===== src/rtl/shift_rx_pkg.sv =====
// Shared types and defaults for the serial shift receiver.
package shift_rx_pkg;
  typedef enum logic [1:0] {S_IDLE = 2'd0, S_RECV = 2'd1, S_HOLD = 2'd2} rx_state_t;
  localparam int DEFAULT_WIDTH = 8;
endpackage


===== src/rtl/shift_receiver_if.sv =====
// Peer/consumer-facing signals of the shift receiver; master drives, slave receives.
interface shift_receiver_if import shift_rx_pkg::*; #(parameter int WIDTH = DEFAULT_WIDTH);
  localparam int CW = $clog2(WIDTH + 1);
  logic             Frame;
  logic             Shift_Strobe;
  logic             Shift_In;
  logic             Ack;
  logic             Clr_Err;
  logic [WIDTH-1:0] Data_Out;
  logic             Valid;
  logic             Busy;
  logic [CW-1:0]    Bit_Count;
  logic             Frame_Err;
  logic             Overrun;

  modport master (output Frame, Shift_Strobe, Shift_In, Ack, Clr_Err,
                  input  Data_Out, Valid, Busy, Bit_Count, Frame_Err, Overrun);
  modport slave  (input  Frame, Shift_Strobe, Shift_In, Ack, Clr_Err,
                  output Data_Out, Valid, Busy, Bit_Count, Frame_Err, Overrun);
endinterface


===== src/rtl/shift_rx_sreg.sv =====
// Shift register with clear; nxt exposes the post-edge value so a word can be
// captured on the same edge as its final bit.
module shift_rx_sreg #(
  parameter int WIDTH     = 8,
  parameter bit MSB_FIRST = 1'b0
) (
  input  logic             Clk,
  input  logic             Reset,
  input  logic             clr,
  input  logic             en,
  input  logic             sin,
  output logic [WIDTH-1:0] q,
  output logic [WIDTH-1:0] nxt
);
  logic [WIDTH-1:0] base, shifted;

  // Clear and shift may coincide: the bit then lands in a zeroed register.
  assign base = clr ? '0 : q;

  generate
    if (MSB_FIRST) begin : g_left
      assign shifted = {base[WIDTH-2:0], sin};
    end else begin : g_right
      assign shifted = {sin, base[WIDTH-1:1]};
    end
  endgenerate

  assign nxt = en ? shifted : base;

  always_ff @(posedge Clk) begin
    if (Reset) q <= '0;
    else       q <= nxt;
  end
endmodule


===== src/rtl/shift_receiver.sv =====
// Receives WIDTH-bit serial frames, hands words off via Valid/Ack, and keeps
// sticky flags for short frames, extra strobes and overruns.
module shift_receiver import shift_rx_pkg::*; #(
  parameter int WIDTH     = DEFAULT_WIDTH,
  parameter bit MSB_FIRST = 1'b0
) (
  input  logic            Clk,
  input  logic            Reset,
  shift_receiver_if.slave rx
);
  localparam int CW = $clog2(WIDTH + 1);

  rx_state_t        state, state_nxt;
  logic             frame_q, frame_rise, strb, clr, accept, last;
  logic             extra, short_frame, ovr_set, busy;
  logic [CW-1:0]    count, count_base;
  logic [WIDTH-1:0] sreg_q, sreg_nxt, data_q;
  logic             valid_q, ferr_q, ovr_q;

  assign frame_rise  = rx.Frame & ~frame_q;
  assign strb        = rx.Shift_Strobe & rx.Frame;
  assign clr         = (state == S_IDLE) & frame_rise;
  // A strobe coinciding with the frame's rising edge is already bit 0.
  assign accept      = strb & (clr | (state == S_RECV));
  assign count_base  = clr ? '0 : count;
  assign last        = accept & (count_base == CW'(WIDTH - 1));
  assign extra       = strb & (state == S_HOLD);
  assign short_frame = (state == S_RECV) & ~rx.Frame;
  assign ovr_set     = last & valid_q & ~rx.Ack;

  shift_rx_sreg #(.WIDTH(WIDTH), .MSB_FIRST(MSB_FIRST)) u_sreg (
    .Clk   (Clk),
    .Reset (Reset),
    .clr   (clr),
    .en    (accept),
    .sin   (rx.Shift_In),
    .q     (sreg_q),
    .nxt   (sreg_nxt)
  );

  always_ff @(posedge Clk) begin
    if (Reset) state <= S_IDLE;
    else       state <= state_nxt;
  end

  always_comb begin
    state_nxt = state;
    case (state)
      S_IDLE: if (frame_rise) state_nxt = last ? S_HOLD : S_RECV;
      S_RECV: if (!rx.Frame)  state_nxt = S_IDLE;
              else if (last)  state_nxt = S_HOLD;
      S_HOLD: if (!rx.Frame)  state_nxt = S_IDLE;
      default:                state_nxt = S_IDLE;
    endcase
  end

  always_comb begin
    busy = (state == S_RECV);
  end

  always_ff @(posedge Clk) begin
    if (Reset) begin
      frame_q <= 1'b0;
      count   <= '0;
      data_q  <= '0;
      valid_q <= 1'b0;
      ferr_q  <= 1'b0;
      ovr_q   <= 1'b0;
    end else begin
      frame_q <= rx.Frame;
      if (accept && count_base != CW'(WIDTH)) count <= count_base + 1'b1;
      else                                    count <= count_base;
      if (last) begin
        data_q  <= sreg_nxt;
        valid_q <= 1'b1;
      end else if (rx.Ack) begin
        valid_q <= 1'b0;
      end
      // Set beats clear when both land in the same cycle.
      ferr_q <= (ferr_q & ~rx.Clr_Err) | short_frame | extra;
      ovr_q  <= (ovr_q  & ~rx.Clr_Err) | ovr_set;
    end
  end

  assign rx.Data_Out  = data_q;
  assign rx.Valid     = valid_q;
  assign rx.Busy      = busy;
  assign rx.Bit_Count = count;
  assign rx.Frame_Err = ferr_q;
  assign rx.Overrun   = ovr_q;
endmodule

===== src/flat_wrapper.sv =====
// flat-port wrapper written by rule: the top's interface ports become plain ports
module shift_receiver_flat import shift_rx_pkg::*;
#(
  parameter int WIDTH     = DEFAULT_WIDTH,
  parameter bit MSB_FIRST = 1'b0
)
  (Clk, Reset, rx_Frame, rx_Shift_Strobe, rx_Shift_In, rx_Ack, rx_Clr_Err, rx_Data_Out, rx_Valid, rx_Busy, rx_Bit_Count, rx_Frame_Err, rx_Overrun);
  shift_receiver_if #(.WIDTH(WIDTH)) rx_i ();
  input  logic Clk;
  input  logic Reset;
  input wire logic [$bits(rx_i.Frame)-1:0] rx_Frame;
  input wire logic [$bits(rx_i.Shift_Strobe)-1:0] rx_Shift_Strobe;
  input wire logic [$bits(rx_i.Shift_In)-1:0] rx_Shift_In;
  input wire logic [$bits(rx_i.Ack)-1:0] rx_Ack;
  input wire logic [$bits(rx_i.Clr_Err)-1:0] rx_Clr_Err;
  output wire logic [$bits(rx_i.Data_Out)-1:0] rx_Data_Out;
  output wire logic [$bits(rx_i.Valid)-1:0] rx_Valid;
  output wire logic [$bits(rx_i.Busy)-1:0] rx_Busy;
  output wire logic [$bits(rx_i.Bit_Count)-1:0] rx_Bit_Count;
  output wire logic [$bits(rx_i.Frame_Err)-1:0] rx_Frame_Err;
  output wire logic [$bits(rx_i.Overrun)-1:0] rx_Overrun;
  assign rx_i.Frame = rx_Frame;
  assign rx_i.Shift_Strobe = rx_Shift_Strobe;
  assign rx_i.Shift_In = rx_Shift_In;
  assign rx_i.Ack = rx_Ack;
  assign rx_i.Clr_Err = rx_Clr_Err;
  assign rx_Data_Out = rx_i.Data_Out;
  assign rx_Valid = rx_i.Valid;
  assign rx_Busy = rx_i.Busy;
  assign rx_Bit_Count = rx_i.Bit_Count;
  assign rx_Frame_Err = rx_i.Frame_Err;
  assign rx_Overrun = rx_i.Overrun;
  shift_receiver #(.WIDTH(WIDTH), .MSB_FIRST(MSB_FIRST)) u_core (.Clk(Clk), .Reset(Reset), .rx(rx_i));
endmodule

===== config.mk =====
export PLATFORM = sky130hd
export DESIGN_NAME = shift_receiver_flat
export DESIGN_NICKNAME = d
export VERILOG_FILES = /design/src/rtl/shift_rx_pkg.sv /design/src/rtl/shift_receiver_if.sv /design/src/rtl/shift_rx_sreg.sv /design/src/rtl/shift_receiver.sv /design/src/flat_wrapper.sv
export SDC_FILE = /design/constraint.sdc
export NUM_CORES = 1
export LEC_CHECK = 0
export CAP_MARGIN = 20
export CORE_MARGIN = 1.5
export CORE_UTILIZATION = 52
export DETAILED_ROUTE_END_ITERATION = 10
export MAX_ROUTING_LAYER = met4
export PLACE_DENSITY = 0.79
export SETUP_SLACK_MARGIN = 0.02
export SYNTH_ARGS = -nofsm -noshare
export SYNTH_HDL_FRONTEND = slang
export SYNTH_SLANG_ARGS = --single-unit

===== constraint.sdc =====
create_clock -name Clk -period 3.4 [get_ports Clk]
set_input_delay 0.68 -clock Clk [delete_from_list [all_inputs] [get_ports Clk]]
set_output_delay 0.68 -clock Clk [all_outputs]
set_load 0.02 [all_outputs]

# == Word level (Yosys, flattened, before mapping) ==
# Index checks and enable logic that the tools add are counted.
# op_classes
add_sub_neg,1
eq_ne,7
n_mux,12
n_bitwise,19
reduce_logical,4
# op_table
operator,n
8-bit 2-to-1 mux,2
1-bit AND,11
2-bit 2-to-1 mux,5
4-bit 2-to-1 mux,2
2-bit one-hot mux with 3 select lines,1
"4-bit by 1-bit adder with 4-bit output, second input constant",1
"4-bit by 3-bit equality test with 1-bit output, second input constant",1
"4-bit inequality test, second input constant",1
1-bit inverter,4
1-bit OR,4
"3-bit by 2-bit inequality test with 1-bit output, second input constant",1
3-bit AND reduction,1
"2-bit by 1-bit equality test with 1-bit output, second input constant",1
"2-bit equality test, second input constant",1
2-bit zero test,1
1-bit 2-to-1 mux,2
"2-bit by 1-bit inequality test with 1-bit output, second input constant",1
"2-bit inequality test, second input constant",1
2-bit nonzero test,1
1-bit logical AND,1
# word_totals
reg_bits,26
elab_cells,51

# == Longest topological paths before layout ==
# logic_depth
ltp_word,9
mapped_depth,10
ltp_nobuf,8

# == Hierarchy ==
# From an unflattened synthesis, not the netlist that was laid out.
# hier_totals
cells_unflattened,136
hier_area_um2,1199.9
# by_module_without_submodules
module,n_inst,cells_each,area_each_um2,seq_area_each_um2
shift_receiver,1,99,857.1,360.3
shift_rx_sreg,1,37,342.8,160.2

# == Least setup slack after synthesis ==
# Ideal clock, no wire load.
# synth_path
path_type,input to register
startpoint,in rx_Frame
endpoint,reg u_core.state[0]
setup_ns,0.060
t_arrival_ns,2.350
setup_slack_ns,0.990
path_stages,9
n_path_buf,2
path_cell_list,or4b_1 -> buf_2 -> and2_1 -> ha_1 -> and4b_1 -> nand4b_2 -> and2_1 -> buf_2 -> and3_1
# synth_between
elab_chain_cells,8
word_cells_on_any_way,16
classes_between,eq/ne: 4; mux: 5; bitwise: 6; reduce/logical: 1
# synth_lines
element,line,text
from (decl),flat_wrapper.sv:11,input wire logic [$bits(rx_i.Frame)-1:0] rx_Frame;
1-bit AND,shift_receiver.sv:20,assign frame_rise = rx.Frame & ~frame_q;
1-bit AND,shift_receiver.sv:22,assign clr = (state == S_IDLE) & frame_rise;
4-bit 2-to-1 mux / 1-bit OR (equally long branches),"shift_receiver.sv:25, shift_receiver.sv:24",
4-bit by 3-bit equality test with 1-bit output / 1-bit AND (equally long branches),"shift_receiver.sv:26, shift_receiver.sv:24",
1-bit AND,shift_receiver.sv:26,assign last = accept & (count_base == CW'(WIDTH - 1));
2-bit 2-to-1 mux (2 in series),shift_receiver.sv:49,S_IDLE: if (frame_rise) state_nxt = last ? S_HOLD : S_RECV;
2-bit one-hot mux with 3 select lines,shift_receiver.sv:48,case (state)
to (signal assigned),shift_receiver.sv:43,else state <= state_nxt;
to (decl),shift_receiver.sv:13,"rx_state_t state, state_nxt;"
# Several ways; a longest one is shown, not always the timed one. The select of a mux whose other input is x is not followed.
# A chain may end at the register's enable or synchronous reset.

# == Worst setup path in the final report ==
# Same ends and word-level chain as after synthesis.

==> results.sh <==
export IMPL_num_rows=15
export IMPL_detailedRoute_firstPassIterationCount=4
export IMPL_finalHoldViolCount=0
export IMPL_synthFlopType="sky130_fd_sc_hd__dfxtp_1"
export IMPL_hpwlAfterDp_mm=1.49
export IMPL_port_buffers=22
export IMPL_die_x_um=47.6
export IMPL_numCtsBuffers=3
export IMPL_synth_top_area_share_pct=48.4
export IMPL_crit_arrival_ns=3.11
export IMPL_top_level_ports=23
export IMPL_clk_pin_slew_worst_paths_ns=0.14
export IMPL_cts_root_buf="sky130_fd_sc_hd__clkbuf_4"
export IMPL_post_cts_resized=0
export IMPL_final_critical_path_setup_slack_ns=0.562
export IMPL_min_tclk_post_route_ns=2.84
export IMPL_fillers=143
export IMPL_timing_final_setup_violations=0
export IMPL_cellInternalPower_uw=360
export IMPL_netlist_area_um2=1030
export IMPL_drt_wirelength_per_cell_um=13.3
export IMPL_dr_total_vias=802
export IMPL_timing_critical_path_fanout_max=8
export IMPL_vias_per_cell=5.38
export IMPL_power_switching_share_pct=24.3
export IMPL_seq_power_share_pct=62.8
export IMPL_asyncSetResetFlopFracSynth_pct=0
export IMPL_clock_power_share_pct=28.4
export IMPL_totalNegativeSetupSlack_ns=0
export IMPL_cts_root_to_sink_buffers=2
export IMPL_comb_power_share_pct=8.8
export IMPL_run_status="complete, no violations"
export IMPL_antenna_diode_count=0
export IMPL_core_area_um2=1800
export IMPL_peakVddDrop_uv=268
export IMPL_crit_share_post_route_pct=83.5
export IMPL_cts_htree_levels=1
export IMPL_syn_instance_count=101
export IMPL_synth_ff_latch_count=25
export IMPL_flow_area_growth_from_synthesis_pct=26.1
export IMPL_synth_most_common_cell="sky130_fd_sc_hd__dfxtp_1"
export IMPL_post_route_util_pct=72.4
export IMPL_synth_edff_count=0
export IMPL_synth_area_leaders="sky130_fd_sc_hd__dfxtp_1 (48%), sky130_fd_sc_hd__mux2i_1 (7.7%), sky130_fd_sc_hd__a22o_1 (5.9%)"
export IMPL_total_power_uw=476
export IMPL_layout_drive_gt1_share_pct=7.26
export IMPL_finalNetCount=134
export IMPL_grt_start_max_net_pins=16
export IMPL_netlist_top_cell_by_area="sky130_fd_sc_hd__dfxtp_1"
export IMPL_worst_setup_path_end_kind="flip-flop"
export IMPL_dp_slack_ns=0.237
export IMPL_grt_setup_unrepaired="false"
export IMPL_route_final_wire_length_mm=1.99
export IMPL_ant_nets=0
export IMPL_static_leakage_power_uw=0.000562
export IMPL_synth_sequential_area_ratio_pct=48.4
export IMPL_p_sw_uw=116
export IMPL_tightest_slew_ns=0.585
export IMPL_tritoncts="yes"
export IMPL_drtIter0Drc=8
export IMPL_critPathRequiredTime_ns=3.67
export IMPL_gr_total_overflow=0
export IMPL_max_freq_ghz=0.352
export IMPL_critical_path_class="input port to flip-flop"
export IMPL_yosys_cell_types_count=33
export IMPL_yosysWarningCount=0
export IMPL_place_congestion=0.818
export IMPL_global_route_wire_length_before_repair_mm=3.19
export IMPL_clkLatencyLatePin_ns=0.33
export IMPL_numClockSinks=25
export IMPL_die_area_um2=2270
export IMPL_hold_path_class="flip-flop to flip-flop"
export IMPL_fin_worst_skew_ns=0.0125
export IMPL_timing_max_transition_violations_final=0
export IMPL_floorplan_die_height_um=47.6
export IMPL_syn_num_nets=110
export IMPL_hold_buf_cts=0
export IMPL_synthTopCellsByCount="sky130_fd_sc_hd__dfxtp_1 (25), sky130_fd_sc_hd__nor2_1 (10), sky130_fd_sc_hd__mux2i_1 (8)"
export IMPL_syn_mean_instance_area_um2=10.2
export IMPL_power_per_cell_area_nw_per_um2=365
export IMPL_critPathLaunchType="input port"
export IMPL_grt_total_usage_pct=21.3
export IMPL_grt_pass1_vias=730
export IMPL_drv_cap=0
export IMPL_floorplan_initialDensity_pct=57.4
export IMPL_slew_limit_headroom_pct=60.9
export IMPL_drc=0
export IMPL_antenna_found_initial=0
export IMPL_post_cts_buffers=0
[area by class of cell]
| class | instances | area (µm²) | area share, % |
|---|---|---|---|
| clock buffer | 3 | 22.5 | 1.73 |
| clock inverter | 1 | 7.51 | 0.575 |
| inverter | 6 | 22.5 | 1.73 |
| multi-input combinational | 66 | 493 | 37.8 |
| sequential | 25 | 500 | 38.4 |
| tap | 25 | 31.3 | 2.40 |
| timing repair buffer | 23 | 228 | 17.4 |
[metal layers]
layer,GRT usage [%],vias to the layer above,part of all wire (%)
met4,8.65,0,1.3
met3,6.42,4,3.9
met2,31.6,14,45
met1,27.2,381,50
li1,-,403,-
met5,-,-,0
[sequential cells by signal, summed over array words and instances, names as in the netlist]
name	count
u_core.rx.Bit_Count	4
u_core.frame_q	1
u_core.rx.Valid	1
u_core.rx.Frame_Err	1
u_core.u_sreg.q	7
u_core.state	2
u_core.rx.Overrun	1
u_core.rx.Data_Out	8
[path summary, 6_finish.rpt]
kind,start,end,slack [ns],depth (start not counted)
max,rx_Frame,u_core.state[0]$_SDFFE_PP0P_,0.56,8
min,u_core.rx.Data_Out[1]$_SDFFE_PP0P_,u_core.rx.Data_Out[1]$_SDFFE_PP0P_,0.50,1
max reg2reg,u_core.state[0]$_SDFFE_PP0P_,u_core.state[0]$_SDFFE_PP0P_,1.05,7
min reg2reg,u_core.rx.Data_Out[1]$_SDFFE_PP0P_,u_core.rx.Data_Out[1]$_SDFFE_PP0P_,0.50,1
[placed cells by master, fill, tap and decap left out, drive strengths merged, types with 2 or more instances in the layout]
master	n
a21o	2
nand2	2
nand4b	2
o21ai	3
a22o	7
dfxtp	25
nand2b	3
mux2i	8
clkdlybuf4s50	22
nand4	2
ha	2
nor2	10
and2	3
and3	2
a21oi	6
inv	6
clkbuf	3
nand3	3
[power groups by stage]
stage	clock network (µW)	registers, µW	logic, µW
after global placement	0	305	40.4
after detailed placement	0	305	41.8
after CTS	138	299	42.0
final	135	299	42.0
after global routing	148	299	45.7
after floorplan	0	306	23.3
[critical path, stage by stage]
cell and delay [ns]:
sky130_fd_sc_hd__clkdlybuf4s50_1 0.56, sky130_fd_sc_hd__or4b_1 0.56, sky130_fd_sc_hd__and2_1 0.24, sky130_fd_sc_hd__ha_1 0.23, sky130_fd_sc_hd__and4b_1 0.20, sky130_fd_sc_hd__nand4b_2 0.15
sky130_fd_sc_hd__and2_1 0.30, sky130_fd_sc_hd__and3_1 0.19
[cells by family (layout without fill, tap and decap cells)]
family	after synthesis	in the layout	share of synthesized area [%]
AND/OR/NAND/NOR	34	34	22.6
flip-flops	25	25	48.4
AO/OA/AOI/OAI	21	21	14.0
buffers and inverters	10	33	3.99
multiplexers	8	8	7.74
adder cells (fa/ha/maj)	2	2	2.42
XOR/XNOR	1	1	0.847
[stage by stage]
| step | std cells | hold WS (ns) | area (µm²) |
|---|---|---|---|
| floorplan | 101 | 0.442 | 1030 |
| global placement | 145 | 0.466 | 1270 |
| detailed placement | 145 | 0.471 | 1270 |
| CTS | 149 | 0.499 | 1310 |
| global route | 149 | 0.525 | 1310 |
| finish | 149 | 0.504 | 1310 |
Power figures use the tool's default switching activity.
